**src/rtl/efuse_cfg_loader.sv**
```systemverilog
// Boot-time eFuse reader: fetches bytes over Wishbone and
// shifts them MSB-first into the fabric config chain.
module efuse_cfg_loader #(
  parameter int unsigned NUM_BYTES = 256,
  parameter logic [10:0] BASE_ADDR = 11'd0,
  parameter int unsigned TIMEOUT   = 255
) (
  input  logic        clk_i,
  input  logic        rstn_i,
  input  logic        start_i,
  output logic        wb_cyc_o,
  output logic        wb_stb_o,
  output logic        wb_we_o,
  output logic        wb_sel_o,
  output logic [10:0] wb_adr_o,
  input  logic [7:0]  wb_dat_i,
  input  logic        wb_ack_i,
  output logic        cfg_data_o,
  output logic        cfg_shift_o,
  output logic        busy_o,
  output logic        done_o,
  output logic        error_o
);

  localparam int TW = $clog2(TIMEOUT + 1);
  localparam logic [TW-1:0] TMO_LAST = TW'(TIMEOUT - 1);
  localparam logic [11:0] IDX_LAST = 12'(NUM_BYTES - 1);

  typedef enum logic [2:0] {
    S_IDLE,
    S_REQ,
    S_SHIFT,
    S_DONE,
    S_ERR
  } state_e;

  state_e          state_q;
  logic [11:0]     idx_q;
  logic [TW-1:0]   tmo_q;
  logic [2:0]      bit_q;
  logic [6:0]      sr_q;
  logic            bus_q;
  logic [10:0]     adr_q;
  logic            sdat_q;
  logic            shift_q;
  logic            busy_q;
  logic            done_q;
  logic            err_q;

  // Loader FSM with all outputs registered; reset drops bus and shift at once.
  always_ff @(posedge clk_i or negedge rstn_i) begin
    if (!rstn_i) begin
      state_q <= S_IDLE;
      idx_q   <= '0;
      tmo_q   <= '0;
      bit_q   <= '0;
      sr_q    <= '0;
      bus_q   <= 1'b0;
      adr_q   <= '0;
      sdat_q  <= 1'b0;
      shift_q <= 1'b0;
      busy_q  <= 1'b0;
      done_q  <= 1'b0;
      err_q   <= 1'b0;
    end else begin
      unique case (state_q)
        S_IDLE, S_DONE, S_ERR: begin
          if (start_i) begin
            state_q <= S_REQ;
            idx_q   <= '0;
            tmo_q   <= '0;
            bus_q   <= 1'b1;
            adr_q   <= BASE_ADDR;
            busy_q  <= 1'b1;
            done_q  <= 1'b0;
            err_q   <= 1'b0;
          end
        end
        S_REQ: begin
          // An ack in the final allowed cycle still wins over the timeout.
          if (wb_ack_i) begin
            state_q <= S_SHIFT;
            bus_q   <= 1'b0;
            sr_q    <= wb_dat_i[6:0];
            sdat_q  <= wb_dat_i[7];
            shift_q <= 1'b1;
            bit_q   <= '0;
          end else if (tmo_q == TMO_LAST) begin
            state_q <= S_ERR;
            bus_q   <= 1'b0;
            busy_q  <= 1'b0;
            err_q   <= 1'b1;
          end else begin
            tmo_q <= tmo_q + TW'(1);
          end
        end
        S_SHIFT: begin
          if (bit_q == 3'd7) begin
            shift_q <= 1'b0;
            sdat_q  <= 1'b0;
            if (idx_q == IDX_LAST) begin
              state_q <= S_DONE;
              busy_q  <= 1'b0;
              done_q  <= 1'b1;
            end else begin
              state_q <= S_REQ;
              idx_q   <= idx_q + 12'd1;
              tmo_q   <= '0;
              bus_q   <= 1'b1;
              adr_q   <= adr_q + 11'd1;
            end
          end else begin
            bit_q  <= bit_q + 3'd1;
            sdat_q <= sr_q[6];
            sr_q   <= {sr_q[5:0], 1'b0};
          end
        end
        default: state_q <= S_IDLE;
      endcase
    end
  end

  assign wb_cyc_o    = bus_q;
  assign wb_stb_o    = bus_q;
  assign wb_we_o     = 1'b0;
  assign wb_sel_o    = 1'b1;
  assign wb_adr_o    = adr_q;
  assign cfg_data_o  = sdat_q;
  assign cfg_shift_o = shift_q;
  assign busy_o      = busy_q;
  assign done_o      = done_q;
  assign error_o     = err_q;

endmodule
```
**config.mk**
```make
export PLATFORM = sky130hd
export DESIGN_NAME = efuse_cfg_loader
export DESIGN_NICKNAME = d
export VERILOG_FILES = /design/src/rtl/efuse_cfg_loader.sv
export SDC_FILE = /design/constraint.sdc
export NUM_CORES = 1
export LEC_CHECK = 0
export BUFFER_PORTS_ARGS = -buffer_cell sky130_fd_sc_hd__buf_4
export CAP_MARGIN = 20
export CORE_MARGIN = 2
export CORE_UTILIZATION = 58
export CTS_CLUSTER_DIAMETER = 200
export DETAILED_ROUTE_END_ITERATION = 6
export GPL_ROUTABILITY_DRIVEN = 0
export PLACE_DENSITY = 0.85
export SETUP_SLACK_MARGIN = 0.4
export SLEW_MARGIN = 20
export SYNTH_ARGS = -nofsm -noshare
export SYNTH_HDL_FRONTEND = slang
export SYNTH_SLANG_ARGS = --single-unit
```
**constraint.sdc**
```tcl
create_clock -name clk_i -period 2.9 [get_ports clk_i]
set_input_delay 0.58 -clock clk_i [delete_from_list [all_inputs] [get_ports clk_i]]
set_output_delay 0.58 -clock clk_i [all_outputs]
set_load 0.02 [all_outputs]
```
==> results of run 1 <==
## worst max-delay path, delay by kind of cell, from the launching register on
family | cells | cell delay [ns]
compound gates | 2 | 0.61
simple gates | 2 | 0.34
fa+ha+maj | 2 | 0.51
mux | 1 | 0.29
flops | 1 | 0.40
## cell type report
| cell class | count | area, sq um |
|---|---|---|
| Clock buffer | 6 | 72.6 |
| Clock inverter | 2 | 37.5 |
| Fill cell | 359 | 1420 |
| Inverter | 3 | 11.3 |
| Multi-Input combinational cell | 218 | 1320 |
| Sequential cell | 50 | 1250 |
| Tap cell | 52 | 65.1 |
| Timing Repair Buffer | 32 | 240 |
## layer usage
metal | share of wire, % | up-vias | GRT usage, %
met5 | 0 | - | 0
met3 | 6.4 | 6 | 4.17
met4 | 0.95 | 0 | 5.66
met1 | 44 | 1098 | 35.3
li1 | - | 1097 | -
met2 | 49 | 94 | 39.6
## metrics by stage
| step | power, mW | util (%) | hold WS (ns) | cells |
|---|---|---|---|---|
| floorplan | 1.61 | - | 0.284 | 288 |
| global placement | 1.78 | 65.3 | 0.467 | 355 |
| detailed placement | 1.82 | 65.3 | 0.487 | 355 |
| CTS | 2.31 | 67.8 | 0.301 | 363 |
| global route | 2.46 | 67.9 | 0.344 | 363 |
| finish | 2.31 | 67.9 | 0.280 | 363 |
## report_power, final
| part | leakage [nW] | internal [mW] | switching, mW |
|---|---|---|---|
| clock network | 0.0514 | 0.258 | 0.230 |
| logic | 0.661 | 0.331 | 0.472 |
| registers | 0.668 | 0.844 | 0.170 |
| total | 1.38 | 1.43 | 0.873 |
## what timing repair did
item                                    CTS  global route
resized for setup                         0             1
endpoints found under the setup margin    0             3
hold endpoints to repair                  0             0
## cell usage in the layout, fill, tap and decap left out, types with 2 or more instances in the layout
| cell type | instances |
|---|---|
| a21o_1 | 3 |
| a21oi_1 | 18 |
| a22o_1 | 4 |
| a31o_2 | 2 |
| a31oi_1 | 19 |
| a41oi_1 | 2 |
| and2_1 | 2 |
| and3_1 | 9 |
| and4_1 | 3 |
| buf_4 | 32 |
| clkbuf_8 | 5 |
| conb_1 | 2 |
| dfrtp_1 | 50 |
| ha_1 | 6 |
| inv_1 | 3 |
| mux2_2 | 2 |
| mux2i_1 | 7 |
| nand2_1 | 34 |
| nand3_1 | 14 |
| nand4_1 | 6 |
| nor2_1 | 23 |
| nor2b_1 | 3 |
| nor3_1 | 4 |
| o21a_1 | 2 |
| o21ai_0 | 33 |
## kinds of logic after synthesis
group,Yosys count
buffers and inverters,20
flip-flops,50
multiplexers,9
adder cells (fa/ha/maj),6
AND/OR/NAND/NOR,110
AO/OA/AOI/OAI,91
other,2
## worst max path at each step
stage	cells past startpoint	to	slack, ns
after floorplan	7	wb_cyc_o	0.87
after global routing	7	wb_cyc_o	0.47
after CTS	4	sr_q[5]	0.65
final	7	wb_cyc_o	0.65
after global placement	5	wb_adr_o[1]	0.78
after detailed placement	4	sr_q[5]	0.69
## flip-flops by register name, indices dropped and copies added (netlist names)
register / cells
bit_q: 3
busy_o: 1
cfg_data_o: 1
cfg_shift_o: 1
done_o: 1
error_o: 1
idx_q: 12
sr_q: 7
state_q: 3
tmo_q: 8
wb_adr_o: 11
wb_cyc_o: 1
==> impl_metrics.json, run 1 <==
{
  "outcome": "completed",
  "crit_fanout": 7,
  "yosys.area.top_type": "dfrtp_1",
  "grt_pass1_wl_um": 10000,
  "synthMuxAreaShare_pct": 3.46,
  "synth-compound-area-share_pct": 21.2,
  "power_leakage_nw": 1.38,
  "die_x_um": 72.0,
  "worst_pin_slew_ns": 0.604,
  "cts_sinks": 50,
  "relSlewSlack_pct": 59.7,
  "rr_endpoint": "wb_cyc_o",
  "io_pins": 32,
  "drive_gt1_share_pct": 16.7,
  "crit_path_end_kind": "register",
  "critical_path.max_stage_delay_ns": 0.43,
  "port_buffers": 29,
  "synth_top_family_by_area": "simple AND/OR/NAND/NOR gates",
  "synth-async-reset-ratio_pct": 100,
  "crit_top_cell": "ha_1",
  "worst_path_max_delay_cell": "a221oi_1",
  "grt_overflow_total": 0,
  "ys_warn_count": 0,
  "hold_viol": 0,
  "ys_ff_latch": 50,
  "synth_edf_count": 0,
  "ctsHtreeMaxLevel": 2,
  "regToRegStartpoint": "bit_q[0]",
  "critPathLaunch": "bit_q[0]",
  "dieArea_sq_um": 5180,
  "place_ws_ns": 0.695,
  "synth_top_cell_area_share_pct": 46.7,
  "diodes": 0,
  "synth_ff_type": "dfrtp_1",
  "antenna_found_initial": 0,
  "cts.path.max_buffers": 2,
  "peakVddDrop_mv": 0.457,
  "post-route-cell-area_sq_um": 3000,
  "layout_setup_ws_ns": 0.652,
  "rows": 24,
  "clkTransAtPathRegs_ns": 0.09,
  "syn_nets": 306,
  "final-setup-viol-count": 0,
  "syn-cell-area_sq_um": 2680,
  "hold_class": "in2async",
  "fp.coreArea_sq_um": 4410,
  "root_buffer": "clkbuf_8",
  "routedWlPerCell_um": 16.2,
  "power_density_nw_per_um2": 769,
  "synth_xor_area_share_pct": 0,
  "num_vias": 2295,
  "finalSetupTns_ns": 0,
  "synth_cell_types": 47,
  "cts_buffers": 5,
  "grt_max_degree": 51,
  "layout.nets": 328,
  "first_iter_violations": 167,
  "start_util_pct": 60.7,
  "rsz0062_at_grt": "false",
  "dp_hpwl_um": 4020,
  "ys_top_cells_by_count": "50 x dfrtp_1, 34 x nand2_1, 33 x o21ai_0",
  "track_usage_pct": 24.6,
  "synth-simple-area-share_pct": 21.4,
  "synth_most_common_cell": "dfrtp_1",
  "path_class": "reg2reg",
  "synth_area_per_cell_sq_um": 9.30,
  "place_area_sq_um": 2880,
  "r2r_slack_ns": 0.65,
  "drcViolationCount": 0,
  "final_max_slew_viol_count": 0,
  "netlist_instances": 288,
  "drt-total-wl_um": 5870,
  "fin_crit_ns": 2.25,
  "critPathArrivalTime_ns": 2.45,
  "critPathLaunchType": "register",
  "worst_skew_pair.late_latency_ns": 0.30,
  "cts_tree": "done",
  "synthTopCellsByArea": "dfrtp_1 47%, o21ai_0 6.2%, nand2_1 4.8%",
  "reg2reg_depth": 7,
  "fin_skew_ns": 0.0104,
  "required_ns": 3.10,
  "drt_first_pass_iters": 6,
  "vias_per_cell": 6.32,
  "fmax_mhz": 445,
  "die_y_um": 72.0,
  "ant_nets": 0,
  "final_min_period_over_clock_period_pct": 77.5,
  "ys_seq_area_share_pct": 46.7,
  "grt_pass1_vias": 2080,
  "synth_fa_ha_area_share_pct": 2.80,
  "area_growth_pct": 11.9,
  "maxCapViolations": 0,
  "cts_hold_buffers": 0,
  "path_cells": "ha_1 > ha_1 > mux2_2 > a221oi_1 > or3_1 > nand3_1 > a21o_1",
  "cts_setup_buffers": 0
}
Power figures use the tool's default switching activity.
==> inputs of run 2 (changes only) <==
--- a/config.mk
+++ b/config.mk
@@ -5,14 +5,15 @@
 export SDC_FILE = /design/constraint.sdc
 export NUM_CORES = 1
 export LEC_CHECK = 0
+export ABC_AREA = 1
 export BUFFER_PORTS_ARGS = -buffer_cell sky130_fd_sc_hd__buf_4
 export CAP_MARGIN = 20
 export CORE_MARGIN = 2
-export CORE_UTILIZATION = 58
+export CORE_UTILIZATION = 53
 export CTS_CLUSTER_DIAMETER = 200
 export DETAILED_ROUTE_END_ITERATION = 6
 export GPL_ROUTABILITY_DRIVEN = 0
-export PLACE_DENSITY = 0.85
+export PLACE_DENSITY = 0.82
 export SETUP_SLACK_MARGIN = 0.4
 export SLEW_MARGIN = 20
 export SYNTH_ARGS = -nofsm -noshare
==> constraint.sdc (replaced) <==
create_clock -name clk_i -period 1.8 [get_ports clk_i]
set_input_delay 0.36 -clock clk_i [delete_from_list [all_inputs] [get_ports clk_i]]
set_output_delay 0.36 -clock clk_i [all_outputs]
set_load 0.02 [all_outputs]
==> impl_metrics.json, run 2 <==
{
  "dp_hpwl_um": 4520,
  "grt_overflow_total": 0,
  "antenna_found_initial": 0,
  "rows": 27,
  "hold_viol": 0,
  "diodes": 0,
  "crit_family": "simple AND/OR/NAND/NOR gates",
  "drt-total-wl_um": 7310,
  "layout_commonest_cell": "nand2_1",
  "power.switching_mw": 2.25,
  "drcViolationCount": 0,
  "fin_skew_ns": 0.00639,
  "ys_warn_count": 0,
  "first_iter_violations": 180,
  "largest_reg_flops": 12,
  "crit_top_cell": "nand2_1",
  "outcome": "completed",
  "top_register": "idx_q",
  "dieArea_sq_um": 6260,
  "area_growth_pct": 25.1,
  "final_min_period_over_clock_period_pct": 89.1,
  "grt_pass1_vias": 2553,
  "critPathLaunchType": "register",
  "layout.nets": 484,
  "vias_per_cell": 5.20,
  "final-setup-viol-count": 0,
  "start_util_pct": 54.6,
  "synth_cell_types": 32,
  "worst_skew_pair.late_latency_ns": 0.31,
  "required_ns": 2.05,
  "routedWlPerCell_um": 13.6,
  "worst_pin_slew_ns": 0.637,
  "cts_buffers": 5,
  "cts_sinks": 50,
  "synth_ff_type": "dfrtp_1",
  "clkPwrFrac_pct": 14.6,
  "drt_first_pass_iters": 4,
  "path_cells": "ha_2 > ha_4 > inv_6 > nand2_8 > nand3_4 > nor2_4 > clkbuf_16 > nand2_1 > nand2_1",
  "critical_path.max_stage_delay_ns": 0.38,
  "critPathArrivalTime_ns": 1.85,
  "final_max_slew_viol_count": 0,
  "cts.path.max_buffers": 2,
  "power_density_nw_per_um2": 1340,
  "yosys.area.top_type": "dfrtp_1",
  "crit_fanout": 8,
  "ant_nets": 0,
  "clkTransAtPathRegs_ns": 0.10,
  "fmax_mhz": 623,
  "final_core_util_pct": 68.4,
  "finalSetupTns_ns": 0,
  "syn-cell-area_sq_um": 2990,
  "cts_tree": "done",
  "worst_path_max_delay_cell": "dfrtp_1",
  "maxCapViolations": 0,
  "grt_pass1_wl_um": 11400,
  "track_usage_pct": 22.8,
  "ys_seq_area_share_pct": 41.8,
  "fin_crit_ns": 1.60,
  "synthTopCellsByArea": "dfrtp_1 42%, nand2_1 19%, nor2_1 6.0%",
  "netlist_instances": 419,
  "power_frac_comb_pct": 54.8,
  "num_vias": 2804,
  "most-common-layout-cells": "133 x nand2_1, 46 x dfrtp_1, 44 x buf_4",
  "synth_most_common_cell": "nand2_1",
  "path_class": "reg2reg",
  "ctsHtreeMaxLevel": 2,
  "ys_ff_latch": 50,
  "ys_top_cells_by_count": "152 x nand2_1, 50 x dfrtp_1, 48 x nor2_1",
  "synth_area_per_cell_sq_um": 7.14,
  "power_leakage_nw": 1.81,
  "hold_class": "in2async",
  "synth_edf_count": 0,
  "seqPwrFrac_pct": 30.6,
  "synth-async-reset-ratio_pct": 100,
  "relSlewSlack_pct": 57.5,
  "die_x_um": 79.1,
  "drive_gt1_share_pct": 26.1,
  "die_y_um": 79.1,
  "io_pins": 32,
  "root_buffer": "clkbuf_8",
  "syn_nets": 437,
  "port_buffers": 29,
  "p_sw_share_pct": 45.0,
  "rsz0062_at_grt": "true",
  "synth_top_cell_area_share_pct": 41.8,
  "fp.coreArea_sq_um": 5470,
  "grt_max_degree": 51,
  "p_int_mw": 2.76,
  "crit_path_end_kind": "register",
  "crit_buf_inv": 2,
  "peakVddDrop_mv": 0.871,
  "whs_ns": 0.0590
}
## run 2: cell types whose count changed after synthesis, moves of 6 or more
cell     delta
a21oi_1    -13
a31oi_1    -19
and3_1      -9
inv_1      +37
mux2i_1     -7
nand2_1   +118
nand3_1    +15
nand4_1     -6
nor2_1     +24
## run 2: worst paths after layout
path | from | to | slack (ns) | cells after the start
max | bit_q[1] | wb_adr_o[10] | 0.20 | 9
min | rstn_i | sr_q[5] | 0.06 | 1
max reg2reg | bit_q[1] | wb_adr_o[10] | 0.20 | 9
min reg2reg | idx_q[11] | idx_q[11] | 0.50 | 2
max in group asynchronous | rstn_i | idx_q[5] | 1.27 | 1
min in group clk_i | wb_dat_i[1] | sr_q[1] | 0.31 | 3
## run 2: cell type report
cell class                      instances  area (sq um)
Clock buffer                            6          82.6
Inverter                               44           178
Fill cell                             424          1730
Multi-Input combinational cell        314          1670
Sequential cell                        50          1260
Tap cell                               72          90.1
Timing Repair Buffer                   51           445
Clock inverter                          2          16.3
## run 2: kinds of logic (layout without fill, tap and decap cells)
group	count (synthesis)	count (layout)	synth area share, %
AO/OA/AOI/OAI	48	48	8.54
XOR/XNOR	6	6	1.76
adder cells (fa/ha/maj)	6	6	2.51
buffers and inverters	56	103	8.54
flip-flops	50	50	41.8
other	2	2	0.251
AND/OR/NAND/NOR	251	252	36.6
## run 2: routing by layer
layer  track usage [%]  part of all wire [%]
met1              27.9                    42
met2              40.8                    51
met4              6.90                   1.1
met5                 0                     0
met3              3.98                   5.1
## run 2: what timing repair did
item                                    in CTS  in global routing
resized for setup                           23                 52
buffers inserted                             6                  7
hold buffers                                 0                  0
pin swaps                                    4                 16
gates cloned                                 2                  3
hold endpoints to repair                     0                  0
endpoints found under the setup margin      46                 48
## run 2: stage by stage
| step | instance area (sq um) | power [mW] | instances | setup WS (ns) |
|---|---|---|---|---|
| 2_1_floorplan | 3030 | 2.99 | 419 | 0.399 |
| 3_3_place_gp | 3300 | 3.38 | 513 | 0.262 |
| 3_5_place_dp | 3300 | 3.45 | 513 | 0.223 |
| 4_1_cts | 3550 | 4.50 | 529 | 0.273 |
| 5_1_grt | 3740 | 5.30 | 539 | 0.131 |
| 6_report | 3740 | 5.01 | 539 | 0.195 |
## run 2: power by group through the flow
| stage | registers, mW | logic (mW) | clock network [mW] |
|---|---|---|---|
| finish | 1.53 | 2.74 | 0.733 |
| detailed placement | 1.56 | 1.89 | 0 |
| floorplan | 1.58 | 1.41 | 0 |
| global route | 1.55 | 2.97 | 0.775 |
| global placement | 1.54 | 1.84 | 0 |
| CTS | 1.52 | 2.24 | 0.736 |
==> inputs of run 3 (changes only) <==
--- a/config.mk
+++ b/config.mk
@@ -8,7 +8,6 @@
 export ABC_AREA = 1
 export BUFFER_PORTS_ARGS = -buffer_cell sky130_fd_sc_hd__buf_4
 export CAP_MARGIN = 20
-export CORE_MARGIN = 2
 export CORE_UTILIZATION = 53
 export CTS_CLUSTER_DIAMETER = 200
 export DETAILED_ROUTE_END_ITERATION = 6
==> impl_metrics.json, run 3 (synthesis results as in run 2) <==
{
  "seq_area_sq_um": 1260,
  "fmax_mhz": 616,
  "outcome": "completed",
  "layout_commonest_cell": "nand2_1",
  "fp.coreArea_sq_um": 5270,
  "cts.path.max_buffers": 2,
  "required_ns": 2.02,
  "first_iter_violations": 328,
  "regToRegStartpoint": "idx_q[0]",
  "ctsHtreeMaxLevel": 2,
  "post-route-cell-area_sq_um": 3820,
  "power_density_nw_per_um2": 1370,
  "clkTransAtPathRegs_ns": 0.10,
  "cts_tree": "done",
  "critPathLaunchType": "register",
  "finalSetupTns_ns": 0,
  "path_class": "reg2reg",
  "drt_first_pass_iters": 5,
  "drcViolationCount": 0,
  "dp_hpwl_um": 4260,
  "final_min_period_over_clock_period_pct": 90.1,
  "critPathArrivalTime_ns": 1.84,
  "antenna_found_initial": 0,
  "multi_input_area_sq_um": 1710,
  "layout.nets": 483,
  "rows": 26,
  "place_area_sq_um": 3300,
  "most-common-layout-cells": "138 x nand2_1, 46 x dfrtp_1, 45 x buf_4",
  "io_pins": 32,
  "worst_pin_slew_ns": 0.641,
  "top_register": "idx_q",
  "track_usage_pct": 23.5,
  "crit_path_end_kind": "register",
  "fillerInstances": 377,
  "worst_skew_pair.late_latency_ns": 0.32,
  "cts_sinks": 50,
  "root_buffer": "clkbuf_8",
  "fin_crit_ns": 1.62,
  "vias_per_cell": 5.44,
  "rr_endpoint": "wb_adr_o[6]",
  "area_growth_pct": 27.8,
  "hold_viol": 0,
  "crit_fanout": 16,
  "peakVddDrop_mv": 0.859,
  "grt_pass1_vias": 2494,
  "num_vias": 2918,
  "port_buffers": 29,
  "dieArea_sq_um": 5950,
  "largest_reg_flops": 12,
  "grt_max_degree": 51,
  "fin_skew_ns": 0.0122,
  "cts_hold_buffers": 0,
  "maxCapViolations": 0,
  "die_y_um": 77.1,
  "final_max_slew_viol_count": 0,
  "grt_overflow_total": 0,
  "r2r_slack_ns": 0.18,
  "grt_pass1_wl_um": 11300,
  "power_leakage_nw": 1.85,
  "drt-total-wl_um": 7750,
  "ant_nets": 0,
  "drive_gt1_share_pct": 26.4,
  "hold_class": "in2async",
  "routedWlPerCell_um": 14.5,
  "final-setup-viol-count": 0,
  "rsz0062_at_grt": "true",
  "reg2reg_depth": 8,
  "die_x_um": 77.1,
  "diodes": 0,
  "start_util_pct": 56.7,
  "relSlewSlack_pct": 57.3,
  "cts_buffers": 5
}
-- run 3: cell count changes in the layout (fill, tap and decap cells not counted), sizes merged --
| cell | before | now |
|---|---|---|
| inv | 45 | 44 |
| bufinv | 0 | 2 |
| clkbuf | 8 | 7 |
| nand2 | 157 | 156 |
| clkinvlp | 1 | 0 |
| clkinv | 0 | 1 |
-- run 3: stage by stage --
stage                     std cells  hold slack [ns]  utilization [%]  setup WS [ns]  power, mW
after floorplan                 419           0.0644                -          0.399       2.99
final                           536           0.0416             72.5          0.177       5.22
after global routing            536            0.112             72.5          0.106       5.52
after detailed placement        511            0.429             62.5          0.159       3.42
after global placement          511            0.426             62.5          0.215       3.38
after CTS                       522           0.0863             66.7          0.285       4.52
-- run 3: where the power goes --
group	internal [mW]	switching [mW]	leakage (nW)
registers	1.35	0.179	0.660
logic	1.06	1.65	1.13
clock network	0.557	0.414	0.0683
-- run 3: worst max-delay path by stage --
stage,start,depth (start not counted),slack (ns),end
after global placement,tmo_q[0],10,0.21,state_q[1]
after floorplan,wb_adr_o[0],8,0.40,wb_adr_o[10]
final,idx_q[0],8,0.18,wb_adr_o[6]
after CTS,bit_q[0],9,0.29,idx_q[6]
after global routing,idx_q[7],7,0.11,wb_adr_o[6]
after detailed placement,tmo_q[0],8,0.16,tmo_q[2]
-- run 3: repair_timing --
action / in CTS / in global routing
endpoints found under the setup margin: 49 / 49
pin swaps: 5 / 9
gates resized for setup: 23 / 48
setup buffers: 3 / 12
cloned: 0 / 2
-- run 3: worst max-delay path, stage by stage (launching register included) --
cell and delay (ns):
dfrtp_1 0.41, ha_4 0.16, nand3_2 0.11, inv_2 0.09
nand2_2 0.09, nor3_4 0.19, nor2_4 0.10, clkbuf_16 0.19
o21ai_0 0.19
-- run 3: area by class of cell --
class	instances	area share, %
multi-input combinational	313	44.8
sequential	50	32.9
timing repair buffer	51	11.8
inverter	44	4.65
tap	70	2.29
clock buffer	5	1.80
clock inverter	3	1.80
-- run 3: routing by layer --
layer	global-route usage (%)	share of wire, %	vias up
met5	0	0	-
met2	39.4	47	142
met1	31.1	43	1337
met4	7.36	3.2	0
li1	-	-	1402
met3	3.81	6.6	37
